`config.mk`:
```
export PLATFORM = sky130hd
export DESIGN_NAME = tiny_fft_n
export DESIGN_NICKNAME = d
export VERILOG_FILES = /design/src/rtl/tiny_fft_n_pkg.sv /design/src/rtl/tiny_fft_n_butterfly.sv /design/src/rtl/tiny_fft_n.sv
export SDC_FILE = /design/constraint.sdc
export NUM_CORES = 1
export LEC_CHECK = 0
export BUFFER_PORTS_ARGS = -buffer_cell sky130_fd_sc_hd__clkbuf_2
export CORE_MARGIN = 3
export CORE_UTILIZATION = 47
export CTS_BUF_LIST = sky130_fd_sc_hd__clkbuf_2 sky130_fd_sc_hd__clkbuf_4 sky130_fd_sc_hd__clkbuf_8
export CTS_CLUSTER_DIAMETER = 120
export DETAILED_ROUTE_END_ITERATION = 8
export PLACE_DENSITY_LB_ADDON = 0.25
export SLEW_MARGIN = 20
export SYNTH_ARGS = -nofsm -noshare
export SYNTH_HDL_FRONTEND = slang
export SYNTH_SLANG_ARGS = --single-unit
```
`constraint.sdc`:
```
create_clock -name clk -period 17.7 [get_ports clk]
set_input_delay 4.425 -clock clk [delete_from_list [all_inputs] [get_ports clk]]
set_output_delay 4.425 -clock clk [all_outputs]
set_load 0.02 [all_outputs]
```
`src/rtl/tiny_fft_n_pkg.sv`:
```
// Shared types and helpers for the N-point tiny FFT: state enum, twiddle ROM, bit reversal, saturation.
// Latency: n/a (package only).
// Backpressure: n/a (package only).
package tiny_fft_pkg;

   typedef enum logic [1:0] {
      ST_LOAD    = 2'd0,
      ST_COMPUTE = 2'd1,
      ST_OUTPUT  = 2'd2
   } state_t;

   // One full turn in 16 steps, scaled by 127 (Q1.7, +1.0 is not representable).
   // Entry k holds round(127*cos(2*pi*k/16)) and round(127*sin(2*pi*k/16)).
   localparam logic signed [7:0] COS_ROM [16] = '{
       8'sd127,  8'sd117,  8'sd90,   8'sd49,   8'sd0,   -8'sd49,  -8'sd90,  -8'sd117,
      -8'sd127, -8'sd117, -8'sd90,  -8'sd49,   8'sd0,    8'sd49,   8'sd90,   8'sd117
   };
   localparam logic signed [7:0] SIN_ROM [16] = '{
       8'sd0,    8'sd49,   8'sd90,   8'sd117,  8'sd127,  8'sd117,  8'sd90,   8'sd49,
       8'sd0,   -8'sd49,  -8'sd90,  -8'sd117, -8'sd127, -8'sd117, -8'sd90,  -8'sd49
   };

   // Reverse the low 'bits' bits of v (bits = 2, 3 or 4); upper bits return 0.
   function automatic logic [3:0] bitrev(input logic [3:0] v, input int bits);
      logic [3:0] r;
      case (bits)
         2:       r = {2'b00, v[0], v[1]};
         3:       r = {1'b0, v[0], v[1], v[2]};
         default: r = {v[0], v[1], v[2], v[3]};
      endcase
      return r;
   endfunction

   // Clamp a signed value into the w-bit two's complement range.
   function automatic logic signed [31:0] sat(input logic signed [31:0] x, input int w);
      logic signed [31:0] hi;
      logic signed [31:0] lo;
      hi = (32'sd1 <<< (w - 1)) - 32'sd1;
      lo = -(32'sd1 <<< (w - 1));
      if (x > hi) return hi;
      if (x < lo) return lo;
      return x;
   endfunction

endpackage

```
`src/rtl/tiny_fft_n_butterfly.sv`:
```
// Radix-2 DIT butterfly: A' = sat(A + B*W), B' = sat(A - B*W), W = cos - j*sin.
// Latency: combinational.
// Backpressure: none.
// Ports: a_*/b_* complex inputs (OUT_W), w_re/w_im twiddle (TW_W, Q1.(TW_W-1)),
//        w_unity selects W = 1 exactly, ap_*/bp_* saturated results (OUT_W).
module fft_butterfly
   import tiny_fft_pkg::*;
#(
   parameter int OUT_W = 7,
   parameter int TW_W  = 8
) (
   input  logic signed [OUT_W-1:0] a_re,
   input  logic signed [OUT_W-1:0] a_im,
   input  logic signed [OUT_W-1:0] b_re,
   input  logic signed [OUT_W-1:0] b_im,
   input  logic signed [TW_W-1:0]  w_re,
   input  logic signed [TW_W-1:0]  w_im,
   input  logic                    w_unity,
   output logic signed [OUT_W-1:0] ap_re,
   output logic signed [OUT_W-1:0] ap_im,
   output logic signed [OUT_W-1:0] bp_re,
   output logic signed [OUT_W-1:0] bp_im
);

   // Headroom for the full complex product plus the final add/sub.
   localparam int PW = OUT_W + TW_W + 2;

   logic signed [PW-1:0] prod_re;
   logic signed [PW-1:0] prod_im;
   logic signed [PW-1:0] t_re;
   logic signed [PW-1:0] t_im;

   always_comb begin
      prod_re = PW'(b_re) * PW'(w_re) - PW'(b_im) * PW'(w_im);
      prod_im = PW'(b_re) * PW'(w_im) + PW'(b_im) * PW'(w_re);
      // k = 0 twiddle is exactly 1: skip the multiply so no truncation error creeps in.
      if (w_unity) begin
         t_re = PW'(b_re);
         t_im = PW'(b_im);
      end else begin
         // Arithmetic shift floors toward -inf.
         t_re = prod_re >>> (TW_W - 1);
         t_im = prod_im >>> (TW_W - 1);
      end
      ap_re = OUT_W'(sat(32'(PW'(a_re) + t_re), OUT_W));
      ap_im = OUT_W'(sat(32'(PW'(a_im) + t_im), OUT_W));
      bp_re = OUT_W'(sat(32'(PW'(a_re) - t_re), OUT_W));
      bp_im = OUT_W'(sat(32'(PW'(a_im) - t_im), OUT_W));
   end

endmodule

```
`src/rtl/tiny_fft_n.sv`:
```
// N-point radix-2 DIT FFT: serial load, in-place compute (one butterfly/cycle), serial bin readout.
// Latency: log2(N)*N/2 compute cycles after the N-th sample; first bin word the cycle after.
// Backpressure: none; output streams continuously, wr_en during OUTPUT restarts a load.
// Ports: clk, rst (sync, active-high), wr_en/data_in sample input (IN_W signed),
//        data_out (OUT_W signed), real_num, rd_idx_zero, busy.
// Option TINY_FFT_MAG_EN: adds a third magnitude word per bin and the mag_num port.
module tiny_fft_n
   import tiny_fft_pkg::*;
#(
   parameter int POINTS = 8,
   parameter int IN_W   = 4,
   parameter int OUT_W  = IN_W + $clog2(POINTS),
   parameter int TW_W   = 8
) (
   input  logic                    clk,
   input  logic                    rst,
   input  logic                    wr_en,
   input  logic signed [IN_W-1:0]  data_in,
   output logic signed [OUT_W-1:0] data_out,
   output logic                    real_num,
   output logic                    rd_idx_zero,
   output logic                    busy
`ifdef TINY_FFT_MAG_EN
   ,
   output logic                    mag_num
`endif
);

   localparam int LG   = $clog2(POINTS);
   localparam int HALF = POINTS / 2;
`ifdef TINY_FFT_MAG_EN
   localparam int WPB  = 3;   // words per bin: re, im, magnitude
`else
   localparam int WPB  = 2;   // words per bin: re, im
`endif

   if (!(POINTS == 4 || POINTS == 8 || POINTS == 16)) begin : g_bad_points
      $error("tiny_fft_n: POINTS must be 4, 8 or 16");
   end
   if (TW_W != 8) begin : g_bad_tw
      $error("tiny_fft_n: twiddle ROM is 8 bits wide, TW_W must be 8");
   end
   if (OUT_W + TW_W + 2 > 32) begin : g_bad_width
      $error("tiny_fft_n: OUT_W too wide for the saturation helper");
   end

   state_t state;
   state_t next_state;

   logic [LG-1:0]  cnt;
   logic [2:0]     stage;
   logic [LG-2:0]  bfly;
   logic           last_bfly;
   logic           last_stage;

   logic signed [OUT_W-1:0] mem_re [POINTS];
   logic signed [OUT_W-1:0] mem_im [POINTS];

   // ---------------------------------------------------------------- FSM
   always_ff @(posedge clk) begin
      if (rst) state <= ST_LOAD;
      else     state <= next_state;
   end

   always_comb begin
      next_state = state;
      case (state)
         ST_LOAD:    if (wr_en && cnt == LG'(POINTS - 1)) next_state = ST_COMPUTE;
         ST_COMPUTE: if (last_bfly && last_stage)         next_state = ST_OUTPUT;
         ST_OUTPUT:  if (wr_en)                           next_state = ST_LOAD;
         default:                                         next_state = ST_LOAD;
      endcase
   end

   assign busy = (state == ST_COMPUTE);

   // ---------------------------------------------------------------- load path
   // A write during OUTPUT is sample 0 of a new frame, whatever cnt holds.
   logic           load_wr;
   logic [LG-1:0]  smp_idx;
   logic [LG-1:0]  wr_addr;

   always_comb begin
      load_wr = wr_en && (state == ST_LOAD || state == ST_OUTPUT);
      smp_idx = (state == ST_OUTPUT) ? '0 : cnt;
      wr_addr = LG'(bitrev(4'(smp_idx), LG));
   end

   // ---------------------------------------------------------------- butterfly addressing
   // Stage s pairs elements 2^s apart; pos is the offset inside a group and sets the twiddle.
   // Table index k*16/POINTS reduces to pos << (3 - s) for every legal POINTS.
   logic [LG-1:0]  j_ext;
   logic [LG-1:0]  mask;
   logic [LG-1:0]  pos;
   logic [LG-1:0]  ia;
   logic [LG-1:0]  ib;
   logic [3:0]     tw_idx;

   always_comb begin
      j_ext      = LG'(bfly);
      mask       = (LG'(1) << stage) - LG'(1);
      pos        = j_ext & mask;
      ia         = ((j_ext & ~mask) << 1) | pos;
      ib         = ia | (LG'(1) << stage);
      tw_idx     = 4'(pos) << (3'd3 - stage);
      last_bfly  = (bfly == (LG-1)'(HALF - 1));
      last_stage = (stage == 3'(LG - 1));
   end

   logic signed [TW_W-1:0]  w_re;
   logic signed [TW_W-1:0]  w_im;
   logic signed [OUT_W-1:0] bf_ap_re;
   logic signed [OUT_W-1:0] bf_ap_im;
   logic signed [OUT_W-1:0] bf_bp_re;
   logic signed [OUT_W-1:0] bf_bp_im;

   assign w_re = TW_W'(COS_ROM[tw_idx]);
   assign w_im = TW_W'(-SIN_ROM[tw_idx]);

   fft_butterfly #(
      .OUT_W (OUT_W),
      .TW_W  (TW_W)
   ) u_bfly (
      .a_re    (mem_re[ia]),
      .a_im    (mem_im[ia]),
      .b_re    (mem_re[ib]),
      .b_im    (mem_im[ib]),
      .w_re    (w_re),
      .w_im    (w_im),
      .w_unity (pos == '0),
      .ap_re   (bf_ap_re),
      .ap_im   (bf_ap_im),
      .bp_re   (bf_bp_re),
      .bp_im   (bf_bp_im)
   );

   // ---------------------------------------------------------------- storage (not cleared by reset)
   always_ff @(posedge clk) begin
      if (!rst) begin
         if (load_wr) begin
            mem_re[wr_addr] <= OUT_W'(data_in);
            mem_im[wr_addr] <= '0;
         end else if (state == ST_COMPUTE) begin
            mem_re[ia] <= bf_ap_re;
            mem_im[ia] <= bf_ap_im;
            mem_re[ib] <= bf_bp_re;
            mem_im[ib] <= bf_bp_im;
         end
      end
   end

   // ---------------------------------------------------------------- counters
   // cnt wraps to 0 on the last sample; stage/bfly return to 0 after the last butterfly,
   // so each new COMPUTE starts from the first pair without an explicit clear.
   always_ff @(posedge clk) begin
      if (rst) begin
         cnt   <= '0;
         stage <= '0;
         bfly  <= '0;
      end else begin
         if (load_wr) cnt <= smp_idx + LG'(1);
         if (state == ST_COMPUTE) begin
            if (last_bfly) begin
               bfly  <= '0;
               stage <= last_stage ? 3'd0 : stage + 3'd1;
            end else begin
               bfly  <= bfly + (LG-1)'(1);
            end
         end
      end
   end

   // ---------------------------------------------------------------- output stream
   // The register is loaded on the edge that enters or stays in OUTPUT, so data_out is
   // non-zero only while state is OUTPUT. On entry from COMPUTE, bin 0 is already final:
   // the last butterfly of the last stage never touches element 0.
   logic [LG-1:0]  bin;
   logic [1:0]     wsel;
   logic [LG-1:0]  nx_bin;
   logic [1:0]     nx_wsel;
   logic signed [OUT_W-1:0] nx_word;
   logic signed [OUT_W-1:0] rd_re;
   logic signed [OUT_W-1:0] rd_im;

   always_comb begin
      nx_bin  = '0;
      nx_wsel = '0;
      if (state == ST_OUTPUT) begin
         if (wsel == 2'(WPB - 1)) begin
            nx_bin  = bin + LG'(1);
            nx_wsel = '0;
         end else begin
            nx_bin  = bin;
            nx_wsel = wsel + 2'd1;
         end
      end
      rd_re = mem_re[nx_bin];
      rd_im = mem_im[nx_bin];
   end

`ifdef TINY_FFT_MAG_EN
   // |X| ~= max + min/2 on absolute values; one extra bit holds |most negative|.
   logic signed [OUT_W:0]   abs_re;
   logic signed [OUT_W:0]   abs_im;
   logic signed [OUT_W:0]   mag_mx;
   logic signed [OUT_W:0]   mag_mn;
   logic signed [OUT_W+1:0] mag_sum;
   logic signed [OUT_W-1:0] mag_word;

   always_comb begin
      abs_re   = (rd_re < 0) ? -(OUT_W+1)'(rd_re) : (OUT_W+1)'(rd_re);
      abs_im   = (rd_im < 0) ? -(OUT_W+1)'(rd_im) : (OUT_W+1)'(rd_im);
      mag_mx   = (abs_re > abs_im) ? abs_re : abs_im;
      mag_mn   = (abs_re > abs_im) ? abs_im : abs_re;
      mag_sum  = (OUT_W+2)'(mag_mx) + (OUT_W+2)'(mag_mn >>> 1);
      mag_word = OUT_W'(sat(32'(mag_sum), OUT_W));
   end
`endif

   always_comb begin
      case (nx_wsel)
         2'd0:    nx_word = rd_re;
         2'd1:    nx_word = rd_im;
`ifdef TINY_FFT_MAG_EN
         default: nx_word = mag_word;
`else
         default: nx_word = '0;
`endif
      endcase
   end

   always_ff @(posedge clk) begin
      if (rst || next_state != ST_OUTPUT) begin
         bin         <= '0;
         wsel        <= '0;
         data_out    <= '0;
         real_num    <= 1'b0;
         rd_idx_zero <= 1'b0;
`ifdef TINY_FFT_MAG_EN
         mag_num     <= 1'b0;
`endif
      end else begin
         bin         <= nx_bin;
         wsel        <= nx_wsel;
         data_out    <= nx_word;
         real_num    <= (nx_wsel == 2'd0);
         rd_idx_zero <= (nx_bin == '0);
`ifdef TINY_FFT_MAG_EN
         mag_num     <= (nx_wsel == 2'd2);
`endif
      end
   end

endmodule
```
# Word level (Yosys, flattened, before mapping)
# Memory sizes are Yosys's and may differ from the RTL's.
# Index checks and enable logic that the tools add are counted.
# op_classes
order_cmp,9
multipliers,4
bitwise,6
eq_ne,8
n_addsub,14
reduce_logical,12
muxes,59
shift,2
# op_table
operator,n
7-bit two-way mux,18
"18-bit by 7-bit greater-than comparator with 1-bit output, second input constant",4
"18-bit by 7-bit less-than comparator with 1-bit output, second input constant",4
7-bit by 8-bit multiplier with 15-bit output,4
7-bit by 17-bit adder with 18-bit output,2
7-bit by 17-bit subtractor with 18-bit output,2
17-bit two-way mux,2
8-bit two-way mux,4
1-bit two-way mux,21
3-bit two-way mux,6
17-bit adder,1
17-bit subtractor,1
7-bit case mux with 2 select lines,1
7-bit OR reduction,2
2-bit two-way mux,6
"3-bit by 1-bit adder with 3-bit output, second input constant",3
8-bit negator,1
"2-bit by 1-bit == test with 1-bit output, second input constant",3
3-bit zero test,2
3-bit bitwise OR,2
2-bit case mux with 3 select lines,1
"5-bit greater-or-equal comparator, second input constant",1
4-bit inverter with 5-bit output,1
"2-bit by 1-bit adder with 2-bit output, second input constant",2
15 further kinds,20
# totals
n_memories,4
in_bits,7
ff_bits,24
romBits,256
out_inout_bits,10
ramBits,112
# memory_table
name,words,word_bits,read_ports,rd_clocked_by_memory_dff,write_ports,line,source
(name not given),16,8,1,0,0,tiny_fft_n.sv:118,assign w_im = TW_W'(-SIN_ROM[tw_idx]);
(name not given),16,8,1,0,0,tiny_fft_n.sv:117,assign w_re = TW_W'(COS_ROM[tw_idx]);
mem_im,8,7,3,0,2,tiny_fft_n.sv:57,logic signed [OUT_W-1:0] mem_im [POINTS];
mem_re,8,7,3,0,2,tiny_fft_n.sv:56,logic signed [OUT_W-1:0] mem_re [POINTS];

# Logic depth before layout (Yosys ltp)
# logic_depth
depth_word,19
mapped_depth,48
mapped_depth_nobuf,44

# By module
# Synthesis repeated with hierarchy kept, for this count alone.
# unflattened
hier_cells,2542
hier_area_um2,20607.3
# modules_own_cells
module,area_each_um2,seq_area_each_um2,instances,cells_per_inst
fft_butterfly,11547.3,0.0,1,1372
tiny_fft_n,9059.9,3843.7,1,1170

# Worst setup path after synthesis
# No wires, ideal clock.
# synth_timing
path_type,register to register
startpoint,register bfly[0]
endpoint,"memory mem_im[7][0], data pin"
period_less_slack_ns,10.338
required_ns,17.419
path_stages_with_launch,42
path_slack_ns,7.362
setup_ns,0.281
arrival_time_ns,10.058
cell_sequence,dfxtp_1 buf_6 clkbuf_1 mux2i_1 nor3b_1 ha_1 a21o_1 a21oi_1 inv_1 clkbuf_1 ha_1 nand3_1 xnor2_1 nor2_1 fa_1 inv_1 fa_1 inv_1 (+6 left out) a21boi_0 o21ai_0 a21boi_0 nor2_1 ha_1 or3_1 o21ai_0 a211oi_2 or3_1 a31o_1 ha_1 inv_1 o41ai_1 inv_1 nor4_2 o32ai_4 a21oi_2 mux2i_1
# synth_rtl
item,line,source
start: declaration,tiny_fft_n.sv:52,logic [LG-2:0] bfly;
start signal: assignment,tiny_fft_n.sv:167,bfly <= bfly + (LG-1)'(1);
end: declaration,tiny_fft_n.sv:57,

==> metrics <==
status finished clean; CP endpoint kind register; initial antenna violation count 0; Synth Cell Area 0.0209 mm^2; latest clock arrival within the worst-skew pair between 0.4 and 0.5 ns; maximum vdd drop 0.0753 mV; CP Launch Point stage[0]$_SDFFE_PP0P_; num ports 17; dpl ws about 5.5 ns; mux cell area share after synthesis 6.64%; slowest CP cell nor3_1; Vias/cell roughly 6.0; Synth Net Count ~2,900; commonest register cell after synthesis edfxtp_1; first-pass detailed-route iteration total 6; slowest stage delay, CP slightly above 0.9 ns; #FFs+latches synth approximately 140; utilization after layout between 50% and 60%; ys async rst share 0%; Worst Tran Pin Value 1.18 ns; Final Cell Area 0.0220 mm^2; fmax about 0.08 GHz; Static Leak slightly above 10 nW; CORE AREA ~0.044 mm^2; iteration-0 DRC count of the detailed router around 1,700; RSZ-0062 raised after global routing no; Layout Nets ~2,800; CTS tree built; max_slew headroom 20.9%; HPWL after DPL 47,300 um; final hold violations 0; CTS max path bufs 2; antenna viol nets, final 0; Cells after DPL between 3,000 and 4,000; Seq/Total Area, Yosys 18.4%; reg2reg start stage[0]$_SDFFE_PP0P_; post-synth top area cell fa_1; Area growth syn-to-layout 5.38%; Global Route Usage Sum between 20% and 30%; die span in x between 200 and 250 um; Final min period about 12 ns; main combinational cell family by area after synthesis adder cells; CTS buffer count 17; fillcell total between 4,000 and 5,000; CTS clk-pin slew, worst paths 0.08 ns; final WL ~64,000 um; Post-synth EDFFs roughly 110; Synth Area in Compound Gates roughly 14%; grt ovf 0; Tot Pwr ~0.74 mW; max cap viols 0; final setup violating endpoints 0; syn_area_per_cell 8.39 um^2; Adder-Cell Fraction of Synth Area 29.1%; via count approximately 18,000; Root Buffer clkbuf_8; CP Data Required Time between 15 and 20 ns; hold_ws 0.467 ns; Placer Congestion around 0.94; fin. max-slew vios 0; Synth Area in Simple Gates between 10% and 20%; Cell Count, Final, Fillers Out around 3,000; clock sinks roughly 140; Port-buffer cells 16; setup TNS 0 ns; cells after synthesis around 2,500; setup ws final roughly 5.3 ns; reg2reg setup slack roughly 5.3 ns; Die H around 220 um; worst min path class register to register; Worst Path Arrival between 10 and 15 ns; layout cells sized above 1 slightly below 7%; global-route wire length before repair 101,000 um; wire per inst 20.9 um; Distinct cells, synth 88; Post-CTS Resized 0; Pwr Density roughly 34 mW/mm^2; Crit path top cell by count ha_1; yosys warns 0; cts hold-fix bufs 0; clk_skew 0.0192 ns; cells on worst reg2reg path 41; drc violations 0; critical path peak fanout 19; H-tree depth 4; crit start category register; post-CTS setup repair buffer count 0; WS Path Type register to register; Die Area around 0.047 mm^2; dpl cell area ~0.022 mm^2; period utilization 70.3%; Synth top area share approximately 17%; Reg-to-Reg End mem_re[0][5]$_DFFE_PP_; largest net degree at the start of global routing 54; CP endpoint mem_re[0][5]$_DFFE_PP_; largest cells by area after synthesis fa_1, edfxtp_1, ha_1; top post-synthesis cells by count nand2_1, inv_1, nor2_1; vias in the first global route 18,222; post-synthesis xor/xnor area fraction 3.93%; count leader, synth nand2_1; row count 76; Initial Util 48.0%; Antenna Cells 0
==> worst min-delay path by stage <==
stage / start / depth (start not counted) / to / slack, ns
after floorplan: wsel[0]$_SDFF_PP0_ / 1 / wsel[0]$_SDFF_PP0_ / 0.43
after global placement: wsel[0]$_SDFF_PP0_ / 1 / wsel[0]$_SDFF_PP0_ / 0.45
final: wsel[0]$_SDFF_PP0_ / 1 / wsel[0]$_SDFF_PP0_ / 0.47
after CTS: wsel[0]$_SDFF_PP0_ / 1 / wsel[0]$_SDFF_PP0_ / 0.47
after detailed placement: wsel[0]$_SDFF_PP0_ / 1 / wsel[0]$_SDFF_PP0_ / 0.46
after global routing: wsel[0]$_SDFF_PP0_ / 1 / wsel[0]$_SDFF_PP0_ / 0.52
==> per-layer routing <==
layer / up-vias / GRT usage, % / part of all wire (%) / routed length [um]
li1: 8438 / - / - / -
met3: 163 / 3.76 / 8.1 / 5160
met5: - / 0 / 0 / 0
met4: 0 / 10.0 / 3.8 / 2420
met2: 801 / 45.2 / 47 / 30000
met1: 8901 / 36.2 / 41 / 26300
==> worst max-delay path, delay by kind of cell (launching register included) <==
family | cells | cell delay (ns)
XOR/XNOR | 2 | 0.88
flip-flops | 1 | 0.79
adder cells (fa/ha/maj) | 9 | 3.55
multiplexers | 2 | 0.34
AO/OA/AOI/OAI | 14 | 3.24
AND/OR/NAND/NOR | 9 | 2.51
buffers and inverters | 5 | 0.80
==> where the power goes <==
part | leakage, nW | total (mW) | switching (mW) | internal [mW]
Sequential | 1.20 | 0.349 | 0.00232 | 0.347
Clock | 0.213 | 0.271 | 0.123 | 0.148
Combinational | 8.84 | 0.119 | 0.0745 | 0.0447
Total | 10.3 | 0.739 | 0.200 | 0.539
==> cell usage in the layout (no fill, tap or decap), types with 8 or more instances in the layout <==
master / instances
ha_1: 198
nor2_1: 249
o21a_1: 20
dfxtp_1: 24
mux4_2: 14
or3_1: 13
nand4_1: 18
nand2_1: 360
o21ai_1: 13
fa_1: 180
a21oi_1: 66
o21ai_0: 69
xor2_1: 15
o31ai_1: 14
o21bai_1: 12
xnor2_1: 79
mux2i_1: 104
inv_1: 301
buf_4: 45
nor3_1: 42
or2_2: 18
edfxtp_1: 112
and2_1: 8
a221oi_1: 30
clkbuf_8: 18
a211oi_1: 10
a311oi_1: 19
and3_1: 22
a21o_1: 33
nor2b_1: 26
a31oi_1: 24
nand2b_1: 28
a21boi_0: 17
nand3_1: 95
clkbuf_2: 16
o22a_1: 8
==> cells by family (layout without fill, tap and decap cells) <==
kind of cell | count (synthesis) | count (layout)
compound gates | 417 | 417
simple gates | 922 | 922
buf+inv | 424 | 397
xor+xnor | 94 | 94
fa+ha+maj | 379 | 379
mux | 121 | 121
flops | 136 | 136
==> final cells by class <==
cell class	instances	area, um^2	area share, %
well taps	585	732	3.32
inverters	304	1140	5.18
flip-flops and latches	136	3840	17.4
multi-input cells	1933	15500	70.3
repair buffers	61	418	1.90
clock inverters	10	126	0.573
clock buffers	22	278	1.26
==> state kept, by name, indices dropped and copies added, names as in the netlist <==
| signal | flops |
|---|---|
| bfly | 2 |
| bin | 3 |
| cnt | 3 |
| data_out | 7 |
| mem_im | 56 |
| mem_re | 56 |
| rd_idx_zero | 1 |
| real_num | 1 |
| stage | 3 |
| state | 2 |
| wsel | 2 |
Power figures use the tool's default switching activity.
